--- src/rtl/pc_sequencer.sv ---
// Program-counter sequencer: owns the PC, picks the next fetch address each enabled cycle,
// and keeps a small return-address stack plus a RUN/HALT state machine.
module pc_sequencer #(
  parameter int unsigned AW    = 8,
  parameter int unsigned DEPTH = 4
) (
  input  logic          clk,
  input  logic          rst,
  input  logic          en,
  input  logic          halt,
  input  logic          resume,
  input  logic          branch_taken,
  input  logic [AW-1:0] BrA,
  input  logic          jump,
  input  logic          call,
  input  logic          ret,
  input  logic [AW-1:0] jump_addr,
  output logic [AW-1:0] PC,
  output logic [AW-1:0] next_pc,
  output logic          halted,
  output logic          stack_full,
  output logic          stack_empty,
  output logic          stack_err
);

  // Pointer counts 0..DEPTH inclusive, so it needs one more bit than the entry index.
  localparam int unsigned PW = $clog2(DEPTH + 1);
  localparam int unsigned IW = $clog2(DEPTH);

  typedef enum logic {StRun, StHalt} state_e;

  state_e        stateQ, stateD;
  logic [AW-1:0] pcQ, pcD, pcInc;
  logic [PW-1:0] spQ, spD, spDec;
  logic          errQ, errD;
  logic          doPush;
  logic [AW-1:0] stack [DEPTH];

  assign pcInc = pcQ + AW'(1);
  assign spDec = spQ - PW'(1);

  always_comb begin
    stateD = stateQ;
    pcD    = pcQ;
    spD    = spQ;
    errD   = errQ;
    doPush = 1'b0;
    if (en) begin
      case (stateQ)
        StRun: begin
          if (halt) begin
            stateD = StHalt;
          end else if (ret) begin
            if (stack_empty) begin
              errD = 1'b1;
              pcD  = pcInc;
            end else begin
              spD = spDec;
              pcD = stack[spDec[IW-1:0]];
            end
          end else if (call) begin
            // The call still redirects on overflow; only the push is lost.
            pcD = jump_addr;
            if (stack_full) begin
              errD = 1'b1;
            end else begin
              doPush = 1'b1;
              spD    = spQ + PW'(1);
            end
          end else if (jump) begin
            pcD = jump_addr;
          end else if (branch_taken) begin
            pcD = BrA;
          end else begin
            pcD = pcInc;
          end
        end
        StHalt: begin
          if (resume) stateD = StRun;
        end
        default: stateD = StRun;
      endcase
    end
  end

  always_ff @(posedge clk) begin
    if (rst) begin
      stateQ <= StRun;
      pcQ    <= '0;
      spQ    <= '0;
      errQ   <= 1'b0;
    end else begin
      stateQ <= stateD;
      pcQ    <= pcD;
      spQ    <= spD;
      errQ   <= errD;
    end
  end

  // Stack contents are not reset; only the pointer defines validity.
  always_ff @(posedge clk) begin
    if (!rst && doPush) stack[spQ[IW-1:0]] <= pcInc;
  end

  assign PC          = pcQ;
  assign next_pc     = rst ? '0 : pcD;
  assign halted      = (stateQ == StHalt);
  assign stack_full  = (spQ == PW'(DEPTH));
  assign stack_empty = (spQ == '0);
  assign stack_err   = errQ;

endmodule
--- config.mk ---
export PLATFORM = sky130hd
export DESIGN_NAME = pc_sequencer
export DESIGN_NICKNAME = d
export VERILOG_FILES = /design/src/rtl/pc_sequencer.sv
export SDC_FILE = /design/constraint.sdc
export NUM_CORES = 1
export LEC_CHECK = 0
export BUFFER_PORTS_ARGS = -buffer_cell sky130_fd_sc_hd__buf_2
export CAP_MARGIN = 40
export CORE_ASPECT_RATIO = 0.8
export CORE_MARGIN = 2
export CORE_UTILIZATION = 25
export CTS_BUF_LIST = sky130_fd_sc_hd__clkbuf_2
export DETAILED_ROUTE_END_ITERATION = 10
export GPL_ROUTABILITY_DRIVEN = 0
export GPL_TIMING_DRIVEN = 0
export PLACE_DENSITY = 0.41
export REMOVE_ABC_BUFFERS = 1
export SKIP_CTS_REPAIR_TIMING = 1
export SYNTH_ARGS = -nofsm -noshare
export SYNTH_HDL_FRONTEND = slang
export SYNTH_SLANG_ARGS = --single-unit
--- constraint.sdc ---
create_clock -name clk -period 5.95 [get_ports clk]
set_input_delay 0.8925 -clock clk [delete_from_list [all_inputs] [get_ports clk]]
set_output_delay 0.8925 -clock clk [all_outputs]
set_load 0.01 [all_outputs]
Yosys cells after proc, flatten, opt, wreduce, memory -nomap -nowiden
Memory sizes are Yosys's and may differ from the RTL's.
Cells that the tools add are included.
Storage, ports and cells
  output and inout bits: 20
  memories kept: 1
  register bits after elaboration: 13
  RAM bits: 32
  logic and storage cells: 49
Cells by class
  muxes and demuxes: 28
  reduce and logical (&&, ||, !) cells: 7
  bitwise logic cells: 2
  add/subtract/negate cells: 3
  eq/ne operators: 4
Memory list
  stack: depth 4, bits a word 8, read ports 1, clocked after memory_dff 0, write ports 1, line 37  | logic [AW-1:0] stack [DEPTH];
Operator list (count)
  2-to-1 mux 8 bit: 9
  2-to-1 mux 1 bit: 14
  2-to-1 mux 3 bit: 4
  AND reduction 6 bit: 2
  adder 8 x 1 -> 8 bit (second input constant): 1
  != test 2 bit (second input constant): 2
  nonzero test 2 bit: 2
  adder 3 x 1 -> 3 bit (second input constant): 1
  == test 3 bit (second input constant): 1
  logical NOT 3 bit: 1
  subtractor 3 x 1 -> 3 bit (second input constant): 1
  != test 2 x 1 -> 1 bit (second input constant): 1
  NOT 1 bit: 2
  case mux 1 bit (2 select lines): 1
  logical AND 1 bit: 1
  logical NOT 1 bit: 1

Logic depth before layout (Yosys ltp)
Gate-level depths: netlist (run 1).
  word-level depth: 10
  mapped depth: 9
  mapped depth without buffers: 8

Least setup slack after synthesis (run 1)
OpenSTA, ideal clock, no wires.
  path type: input to output
  start: input branch_taken
  end: output next_pc[5]
  path buffers: 0
  cell stages on the path: 4
  slack: 3.011 ns
  arrival: 2.046 ns
  path through: or3_1 -> o41ai_1 -> a22oi_1 -> a211oi_1
On the way
  word-level cells in the longest chain between the ends: 8
RTL lines
  from (decl): line 12  | input logic branch_taken,
  2-to-1 mux 8 bit: line 72  | end else if (branch_taken) begin
  2-to-1 mux 8 bit: line 70  | end else if (jump) begin
  2-to-1 mux 8 bit: line 61  | end else if (call) begin
  2-to-1 mux 8 bit: line 53  | end else if (ret) begin
  2-to-1 mux 8 bit: line 51  | if (halt) begin
  2-to-1 mux 8 bit: line 49  | case (stateQ)
  2-to-1 mux 8 bit: line 48  | if (en) begin
  2-to-1 mux 8 bit
  to (decl): line 19  | output logic [AW-1:0] next_pc,
Every way passes these cells.

Worst setup path after layout (run 1)
  start: register spQ[0]
  end: output next_pc[3]
On the way
  word-level cells in the longest chain between the ends: 8
  elaborated cells on any way between the ends: 9
  those cells by class: 1 x add/sub; 6 x mux; 1 x reduce/logical; 1 x memory
RTL lines
  from (decl): line 34  | logic [PW-1:0] spQ, spD, spDec;
  from (signal assigned): line 95  | spQ <= spD;
  subtractor 3 x 1 -> 3 bit: line 40  | assign spDec = spQ - PW'(1);
  memory read (4 x 8 bit)
  2-to-1 mux 8 bit (*): line 54  | if (stack_empty) begin
  2-to-1 mux 8 bit (*): line 53
  2-to-1 mux 8 bit (*): line 51
  2-to-1 mux 8 bit (*): line 49
  2-to-1 mux 8 bit (*): line 48
  2-to-1 mux 8 bit (*)
Every way passes the cells marked *; elsewhere a longest branch is shown, timed or not.

==> impl_results.md, run 1 <==
* Top_reg_cell synth: edfxtp_1
* Vias after detailed routing at ~1700
* Internal Power at ~0.45 mW
* Ys Warns at 0
* Final period util at between 60% and 70%
* Total CTS buffers at 5
* IO buf count at 44
* Measured slew at the worst slew-check pin at 0.9041 ns
* Starting Density at about a quarter
* DR WL/cell at between 15 and 20 um
* I/O Pins at 45
* H-tree Lvls at 2
* Clock buffer depth at 2
* 1st-pass router iterations at 4
* Crit-path cells: inv_1 > ha_1 > mux4_2 > mux2_2 > nand2_1 > a311oi_1 > buf_2
* CTS Sinks at between 40 and 50
* Slew margin rel. at between 30% and 40%
* Mean Syn Cell Area at roughly 12 um2
* Post-synth EDFFs at 32
* Worst path depth at 7
* Syn Inst Count at around 190
* Skew final at between 0.03 and 0.04 ns
* Crit path max fanout at 12
* Worst hold path type: register to register
* Drc violations at 0
* NetSw at 0.1702 mW
* Reg power frac at around 57%
* Layout fillers at roughly 960
* Synth Register Bits at 45
* Post-synth ARST share at 0%
* Reg2reg start: spQ[0]
* Max-slew violations at 0
* Final setup viols at 0
* Overflow left after global routing at 0
* R2R Path End: stack[0][6]
* Leak at 0.9797 nW
* Status: complete, no violations
* Vias per inst at between 4 and 5
* Nets at 264
* Initial antenna violation count at 0
* Clk_lat worst skew at 0.44 ns
* Root Buffer: clkbuf_2
* HPWL after DPL at approximately 4200 um
* F_max at around 240 MHz
* PnR Total Power at between 0.6 and 0.7 mW
* Largest net degree at the start of global routing at 20
* Fin util at 29.81%
* FF-to-FF setup slack at 3.18 ns
* Critical Path Start: spQ[0]
* Sequential fraction of the synthesis area at between 50% and 60%
* RSZ-0062 raised after global routing: no
* DR iter-0 viols at 86
* Total wire length at ~5600 um
* Critical-path top delay cell: dfxtp_1
* Data arrival, critical path at between 3 and 4 ns
* Critical path launch point type: register
* N_diodes at 0
* Area share of the largest cell type after synthesis at 41.78%
* Die Ht at around 90 um
* Endpoint class of the critical path: output port
* CP top delay family: flip-flops
* Pwr dens at approximately 230 nW/um2
* Setup crit end: next_pc[3]
* Detail Route Antenna Nets at 0
* Syn Std Cell Area at 2300 um2
* Final Hold Vio Count at 0
* Core Box Area at 8999 um2
* GRT Util Overall at between 10% and 20%
* Die width at 111.2 um
* Period minus WS final at between 4 and 5 ns
* Vias in the first global route at ~1700
* Path depth of the worst reg2reg path at 5
* Clock power frac at between 20 and 30%
* Die Area at about 10000 um2
* Reg clk slew, reported paths at between 0.2 and 0.25 ns
* CP Buf/Inv Count at 2
* Combinational share of power at roughly 16%
* Floorplan row count at 31
* Slowest Stage Delay on Critical Path at ~0.87 ns
* Unique masters post-synth at 45
* Sum of negative setup slack at 0 ns
* Maxcap violations at 0
* CP Data Required Time at approximately 5 ns
* Critical path class: register to output port
* Maximum vdd drop at around 0.000069 V
* Area grow syn2layout at 16.65%
* Net Sw Frac at 27.39%
* CTS tree: built
* Post-synth top area cell: edfxtp_1
* Global-route wire length before repair at between 8000 and 9000 um
* Layout cell share with drive strength beyond 1 at between 30% and 40%
* Ranking of synthesized cells by area: edfxtp_1 (42%), dfxtp_1 (11%), mux4_2 (7.8%), ha_1 (3.3%), nand2_1 (2.9%)
worst reg2reg max path: stages (launching register included):
cell,delay [ns]
dfxtp_1,0.87
inv_1,0.20
ha_1,0.35
and2_1,0.22
nor4_2,0.30
and2_1,0.49
worst min-delay path by stage:
| stage | startpoint | end | slack [ns] | depth (start not counted) |
|---|---|---|---|---|
| global route | stack_err | stack_err | 0.55 | 2 |
| floorplan | spQ[1] | spQ[1] | 0.50 | 2 |
| detailed placement | stack_err | stack_err | 0.45 | 2 |
| global placement | stack_err | stack_err | 0.46 | 2 |
| CTS | stack_err | stack_err | 0.52 | 2 |
| finish | stack_err | stack_err | 0.52 | 2 |
synth_stat cells, types with 5 or more instances:
cell type  number
nor3_1          5
ha_1            6
mux4_2          8
xor2_1          5
a211oi_1        5
and2_1          5
dfxtp_1        13
nor2_1         17
edfxtp_1       32
nand2_1        18
o21ai_0         5
a21oi_1        10
inv_1           8
cell families (layout without fill, tap and decap cells):
kind of cell	count (synthesis)	in the layout	share of synthesized area [%]
adders and majority gates	6	6	3.264
and+or+nand+nor	59	59	13.06
DFF	45	45	53.10
buffers and inverters	18	60	3.645
xor gates and xnor gates	10	10	4.135
AOI/OAI and AO/OA	40	40	12.68
muxes	13	13	10.12
power by group through the flow:
stage                     sequential (mW)  combinational [mW]  clock, mW
after floorplan                     0.359              0.0576          0
after global placement              0.360              0.0983          0
after detailed placement            0.360              0.0982          0
after CTS                           0.353              0.0985      0.179
after global routing                0.355               0.109      0.189
final                               0.353              0.0970      0.172
per-stage QoR:
stage                     area (um2)  hold slack [ns]  cells  setup WS, ns
after floorplan                 2246           0.5044    181         2.830
after detailed placement        2615           0.4531    340         2.267
after CTS                       2675           0.5190    347         1.710
after global placement          2610           0.4588    340         1.911
after global routing            2683           0.5511    348         1.552
final                           2683           0.5198    348         1.851
cell usage in the layout, fill, tap and decap left out, drive strengths merged, types with 8 or more instances in the layout:
| master | netlist | layout |
|---|---|---|
| nor2 | 17 | 17 |
| nand2 | 19 | 19 |
| edfxtp | 32 | 32 |
| inv | 8 | 8 |
| a21oi | 10 | 10 |
| dfxtp | 13 | 13 |
| mux4 | 8 | 8 |
| buf | 5 | 45 |
registers in the layout, indices dropped and copies added (netlist names):
| register | flops |
|---|---|
| stack_err | 1 |
| stack | 32 |
| spQ | 3 |
| halted | 1 |
| PC | 8 |
final cells by class:
cell class / instances / area [um2] / share of cell area, %
Timing Repair Buffer: 45 / 227.7 / 8.489
Multi-Input combinational cell: 128 / 999.7 / 37.27
Clock buffer: 5 / 25.02 / 0.9328
Inverter: 8 / 30.03 / 1.119
Tap cell: 115 / 143.9 / 5.364
Sequential cell: 45 / 1221 / 45.52
Clock inverter: 2 / 35.03 / 1.306
layer usage:
layer | vias to the layer above | wire length (um) | track usage [%] | part of all wire (%)
met4 | 0 | 33 | 2.160 | 0.59
met3 | 5 | 290 | 3.237 | 5.2
met1 | 810 | 2747 | 16.45 | 49
met2 | 44 | 2557 | 17.53 | 45
met5 | - | 0 | 0 | 0
li1 | 794 | - | - | -
(Power assumes the default switching activity.)
==> run 2: changes to the inputs <==
PLACE_DENSITY = 0.43   (was 0.41)
clock period = 3.5 ns   (was 5.95 ns; I/O delays follow)
==> run 2 against run 1 <==
Against the previous run:
- final area barely moved
- setup slack got worse by 1.4 ns
- sequential share of layout area rose by 0.16 points
- global-route usage barely moved
- clock power rose by 31%
- utilization barely moved
- clock-buffer cell count rose by 1
- sequential power rose by 70%
==> impl_results.md, run 2 (synthesis results as in run 1) <==
* Fin util at 29.80% (about the same)
* Worst hold endpoint: halted
* Vias in the first global route at 1630 (-2.0%)
* Critical path class: register to output port
* Period minus WS final at just over 3 ns
* Most frequent cells in the layout: buf_2 (44), edfxtp_1 (32), nand2_1 (18)
* Vias after detailed routing at 1673 (+1.2%)
* Initial antenna violation count at 0 (unchanged)
* Slew margin rel. at 67.36% (+28 points)
* Critical path launch point type: register
* N_diodes at 0 (unchanged)
* Skew final at 0.01612 ns (-0.01832 ns)
* Final setup viols at 0 (unchanged)
* Global-route wire length before repair at 9135 um (+1.6%)
* Die Ht at 89.79 um (unchanged)
* Overflow left after global routing at 0 (unchanged)
* Measured slew at the worst slew-check pin at 0.4862 ns (-0.4179 ns)
* Pwr dens at 369.6 nW/um2 (+60%)
* Floorplan row count at 31 (unchanged)
* DR iter-0 viols at 93 (+8.1%)
* Root Buffer: clkbuf_2
* Max reg flops at 32 (unchanged)
* Die width at 111.2 um (unchanged)
* GRT Util Overall at 11.45% (-0.027 points)
* FF-to-FF setup slack at 1.25 ns (-1.93 ns)
* DR WL/cell at 15.82 um (-2.2%)
* Total wire length at 5536 um (-1.6%)
* CTS tree: built
* Max-slew violations at 0 (unchanged)
* Reg clk slew, reported paths at 0.24 ns (about the same)
* Nets at 265 (+0.38%)
* Die Area at 9987 um2 (unchanged)
* Final period util at 88.32%
* Hold_ws at 0.2790 ns (-0.2408 ns)
* Status: complete, no violations
* Worst hold path type: primary input to register
* Layout cell share with drive strength beyond 1 at 31.91% (+1.4 points)
* Detail Route Antenna Nets at 0 (unchanged)
* Data arrival, critical path at 2.57 ns (-0.64 ns)
* CP Data Required Time at 2.97 ns (-2.09 ns)
* IO buf count at 44 (unchanged)
* Total CTS buffers at 5 (unchanged)
* Hold Path Depth at 2 (unchanged)
* Sum of negative setup slack at 0 ns (unchanged)
* R2R Path End: stack[0][7]
* Path depth of the worst reg2reg path at 3 (-2)
* Final Hold Vio Count at 0 (unchanged)
* HPWL after DPL at 4098 um (-1.3%)
* RSZ-0062 raised after global routing: no
* Clock buffer depth at 2 (unchanged)
* I/O Pins at 45 (unchanged)
* Drc violations at 0 (unchanged)
* Reg2reg start: halted
* 1st-pass router iterations at 4 (unchanged)
* Area grow syn2layout at 16.59% (about the same)
* Maximum vdd drop at 0.0001320 V (+92%)
* Vias per inst at 4.780 (+0.63%)
* CTS Sinks at 45 (unchanged)
* Endpoint class of the critical path: output port
* H-tree Lvls at 2 (unchanged)
* Commonest non-fill, non-tap cell in the layout: buf_2
* Maxcap violations at 0 (unchanged)
* Hold Startpoint: resume
* Leak at 0.9710 nW (-0.88%)
* Largest net degree at the start of global routing at 20 (unchanged)
* Core Box Area at 8999 um2 (unchanged)
* PnR Total Power at 0.9909 mW (+59%)
* Clk_lat worst skew at 0.40 ns (-0.04 ns)
* Starting Density at 25.56% (unchanged)
* F_max at between 300 and 400 MHz
* Crit path max fanout at 12 (unchanged)
run 2: layout make-up:
type,count,area (um2)
Multi-Input combinational cell,128,1002
Clock inverter,2,15.01
Clock buffer,6,30.03
Timing Repair Buffer,46,235.2
Fill cell,955,6317
Inverter,8,30.03
Sequential cell,45,1225
Tap cell,115,143.9
run 2: report_power, final:
| group | internal, mW | leakage [nW] | switching, mW |
|---|---|---|---|
| logic | 0.0706 | 0.551 | 0.0953 |
| registers | 0.582 | 0.395 | 0.0183 |
| clock network | 0.0516 | 0.0252 | 0.173 |
run 2: worst max-delay path, stage by stage (launching register included):
cell and delay, ns:
dfxtp_4 0.54, inv_1 0.12, ha_2 0.51, mux4_2 0.24, mux2_2 0.14, nand2_1 0.06
a311oi_1 0.34, buf_2 0.20
run 2: through the flow:
stage	std cells	area (um2)	worst slack [ns]
floorplan	181	2246	0.8387
global placement	340	2610	0.1558
detailed placement	342	2630	0.1963
CTS	350	2675	-0.3457
global route	350	2681	0.1357
finish	350	2681	0.4089
run 2: per-layer routing:
metal / track usage, % / up-vias / wire length, um
met4: 1.543 / 0 / 8
met5: 0 / - / 0
li1: - / 807 / -
met2: 16.82 / 38 / 2481
met1: 17.48 / 824 / 2850
met3: 2.832 / 4 / 195
run 2: worst max-delay path by stage:
stage                       to  slack (ns)  startpoint  cells after the start
floorplan           next_pc[3]        0.84      spQ[0]                      6
global placement    next_pc[3]        0.16      spQ[0]                      7
detailed placement  next_pc[7]        0.20      spQ[0]                      8
CTS                 next_pc[3]       -0.35      spQ[0]                      7
global route        next_pc[3]        0.14      spQ[0]                      7
finish              next_pc[3]        0.41      spQ[0]                      7
==> run 3: changes to the inputs <==
CORE_ASPECT_RATIO = 0.75   (was 0.8)
CORE_UTILIZATION = 50   (was 25)
PLACE_DENSITY = 0.75   (was 0.43)
==> run 3 against run 2 <==
Against the previous run:
- routed wire length shrank 14%
- final area shrank 3.5%
- global-route usage grew 8.9 points
- utilization grew 29 points
- fmax shrank 2.4%
- sequential share of layout area grew 1.6 points
- via count shrank 1.1%
- sequential power is essentially flat
- clock-buffer cell count shrank 1
- non-clock buffer count shrank 1
- worst hold slack gained 0.019 ns
==> impl_results.md, run 3 (synthesis results as in run 1) <==
* Vias after detailed routing at 1654 (-1.1%)
* Global-route wire length before repair at 7838 um (-14%)
* Period minus WS final at 3.167 ns (+0.07548 ns)
* Hold_ws at 0.2984 ns (+0.01936 ns)
* HPWL after DPL at 3561 um (-13%)
* CTS tree: built
* Measured slew at the worst slew-check pin at 0.8433 ns (+0.3572 ns)
* Total CTS buffers at 5 (unchanged)
* Worst hold path type: primary input to register
* Layout fillers at 395 (-59%)
* Maxcap violations at 0 (unchanged)
* Sum of negative setup slack at 0 ns (unchanged)
* IO buf count at 44 (unchanged)
* CTS Sinks at 45 (unchanged)
* Crit path max fanout at 12 (unchanged)
* Endpoint class of the critical path: output port
* CP dominant cell by count: nand2_1
* PnR Total Power at 0.9738 mW (-1.7%)
* Crit-path cells: inv_1 > ha_1 > mux4_2 > nand2_1 > nand2_1 > a21oi_1 > o41ai_2 > buf_2
* Starting Density at 51.79% (+26 points)
* Core Box Area at 4441 um2 (-51%)
* Largest net degree at the start of global routing at 20 (unchanged)
* Slew margin rel. at 43.57% (-24 points)
* Maximum vdd drop at 0.0001916 V (+45%)
* Floorplan row count at 21 (-32%)
* Overflow left after global routing at 0 (unchanged)
* Detail Route Antenna Nets at 0 (unchanged)
* Total wire length at 4761 um (-14%)
* Max reg flops at 32 (unchanged)
* Critical path launch point type: register
* 1st-pass router iterations at 4 (unchanged)
* Leak at 0.9679 nW (-0.33%)
* Vias per inst at 5.684 (+19%)
* Area grow syn2layout at 12.57%
* Post-route setup slack at 0.3334 ns (-0.07548 ns)
* Root Buffer: clkbuf_2
* Drc violations at 0 (unchanged)
* DR iter-0 viols at 82 (-12%)
* Pwr dens at 376.2 nW/um2 (+1.8%)
* Max-slew violations at 0 (unchanged)
* Die Area at 5164 um2 (-48%)
* Dpl ws at 0.2730 ns (+0.07672 ns)
* Nets at 264 (-0.38%)
* Skew final at 0.02204 ns (+0.005929 ns)
* Commonest non-fill, non-tap cell in the layout: buf_2
* Reg clk slew, reported paths at 0.22 ns (-0.02 ns)
* H-tree Lvls at 2 (unchanged)
* RSZ-0062 raised after global routing: no
* Data arrival, critical path at 2.64 ns (+0.07 ns)
* Critical path class: register to output port
* CP Data Required Time at 2.97 ns (about the same)
* DR WL/cell at 16.36 um (+3.4%)
* Fin util at 58.30% (+29 points)
* Status: complete, no violations
* Die Ht at 62.74 um (-30%)
* Most frequent cells in the layout: buf_2 (45), edfxtp_1 (32), nand2_1 (18)
* Layout cell share with drive strength beyond 1 at 30.77% (-1.1 points)
* Initial antenna violation count at 0 (unchanged)
* Die width at 82.31 um (-26%)
* Vias in the first global route at 1551 (-4.8%)
* Clock buffer depth at 2 (unchanged)
* F_max at 315.8 MHz (-2.4%)
* Clk_lat worst skew at 0.39 ns (about the same)
* I/O Pins at 45 (unchanged)
* GRT Util Overall at 20.40% (+8.9 points)
* Critical-path top delay cell: ha_1
* Final Hold Vio Count at 0 (unchanged)
* Slowest Stage Delay on Critical Path at 0.58 ns (+0.04 ns)
* Final period util at 90.48% (+2.2 points)
* N_diodes at 0 (unchanged)
* Final setup viols at 0 (unchanged)
-- run 3: final cells by class --
class                           count  area (um2)  share of cell area [%]
Clock inverter                      3       17.52                  0.6767
Sequential cell                    45        1225                   47.32
Inverter                            8       30.03                   1.160
Multi-Input combinational cell    128       994.7                   38.42
Timing Repair Buffer               45       225.2                   8.700
Tap cell                           57       71.32                   2.755
Clock buffer                        5       25.02                  0.9667
-- run 3: through the flow --
step                      cell area [um2]  instances
after CTS                            2585        291
after detailed placement             2542        283
after global placement               2537        282
after global routing                 2589        291
final                                2589        291
after floorplan                      2246        181
-- run 3: worst paths after layout --
check	from	end	slack, ns	depth (start not counted)
worst max-delay path	spQ[0]	next_pc[7]	0.33	8
worst min register to register	stack_err	stack_err	0.53	2
worst max register to register	spQ[0]	stack[2][7]	1.25	5
worst min-delay path	resume	halted	0.30	2
-- run 3: critical path, delay by kind of cell (launching register included) --
kind | cells | cell delay (ns)
adder cells (fa/ha/maj) | 1 | 0.58
flip-flops | 1 | 0.54
multiplexers | 1 | 0.29
buffers and inverters | 2 | 0.32
AO/OA/AOI/OAI | 2 | 0.40
AND/OR/NAND/NOR | 2 | 0.13
-- run 3: per-layer routing --
layer  vias to the layer above  part of all wire (%)  global-route usage (%)
met1                       807                    48                   30.53
met3                         3                   4.6                   4.769
met2                        40                    47                   30.75
met4                         0                  0.27                   3.333
met5                         -                     0                       0
li1                        804                     -                       -
-- run 3: report_power, final --
part	internal, mW	total (mW)	leakage, nW	switching (mW)
Clock	0.0468	0.213	0.0287	0.166
Sequential	0.582	0.599	0.395	0.0173
Combinational	0.0685	0.161	0.544	0.0927
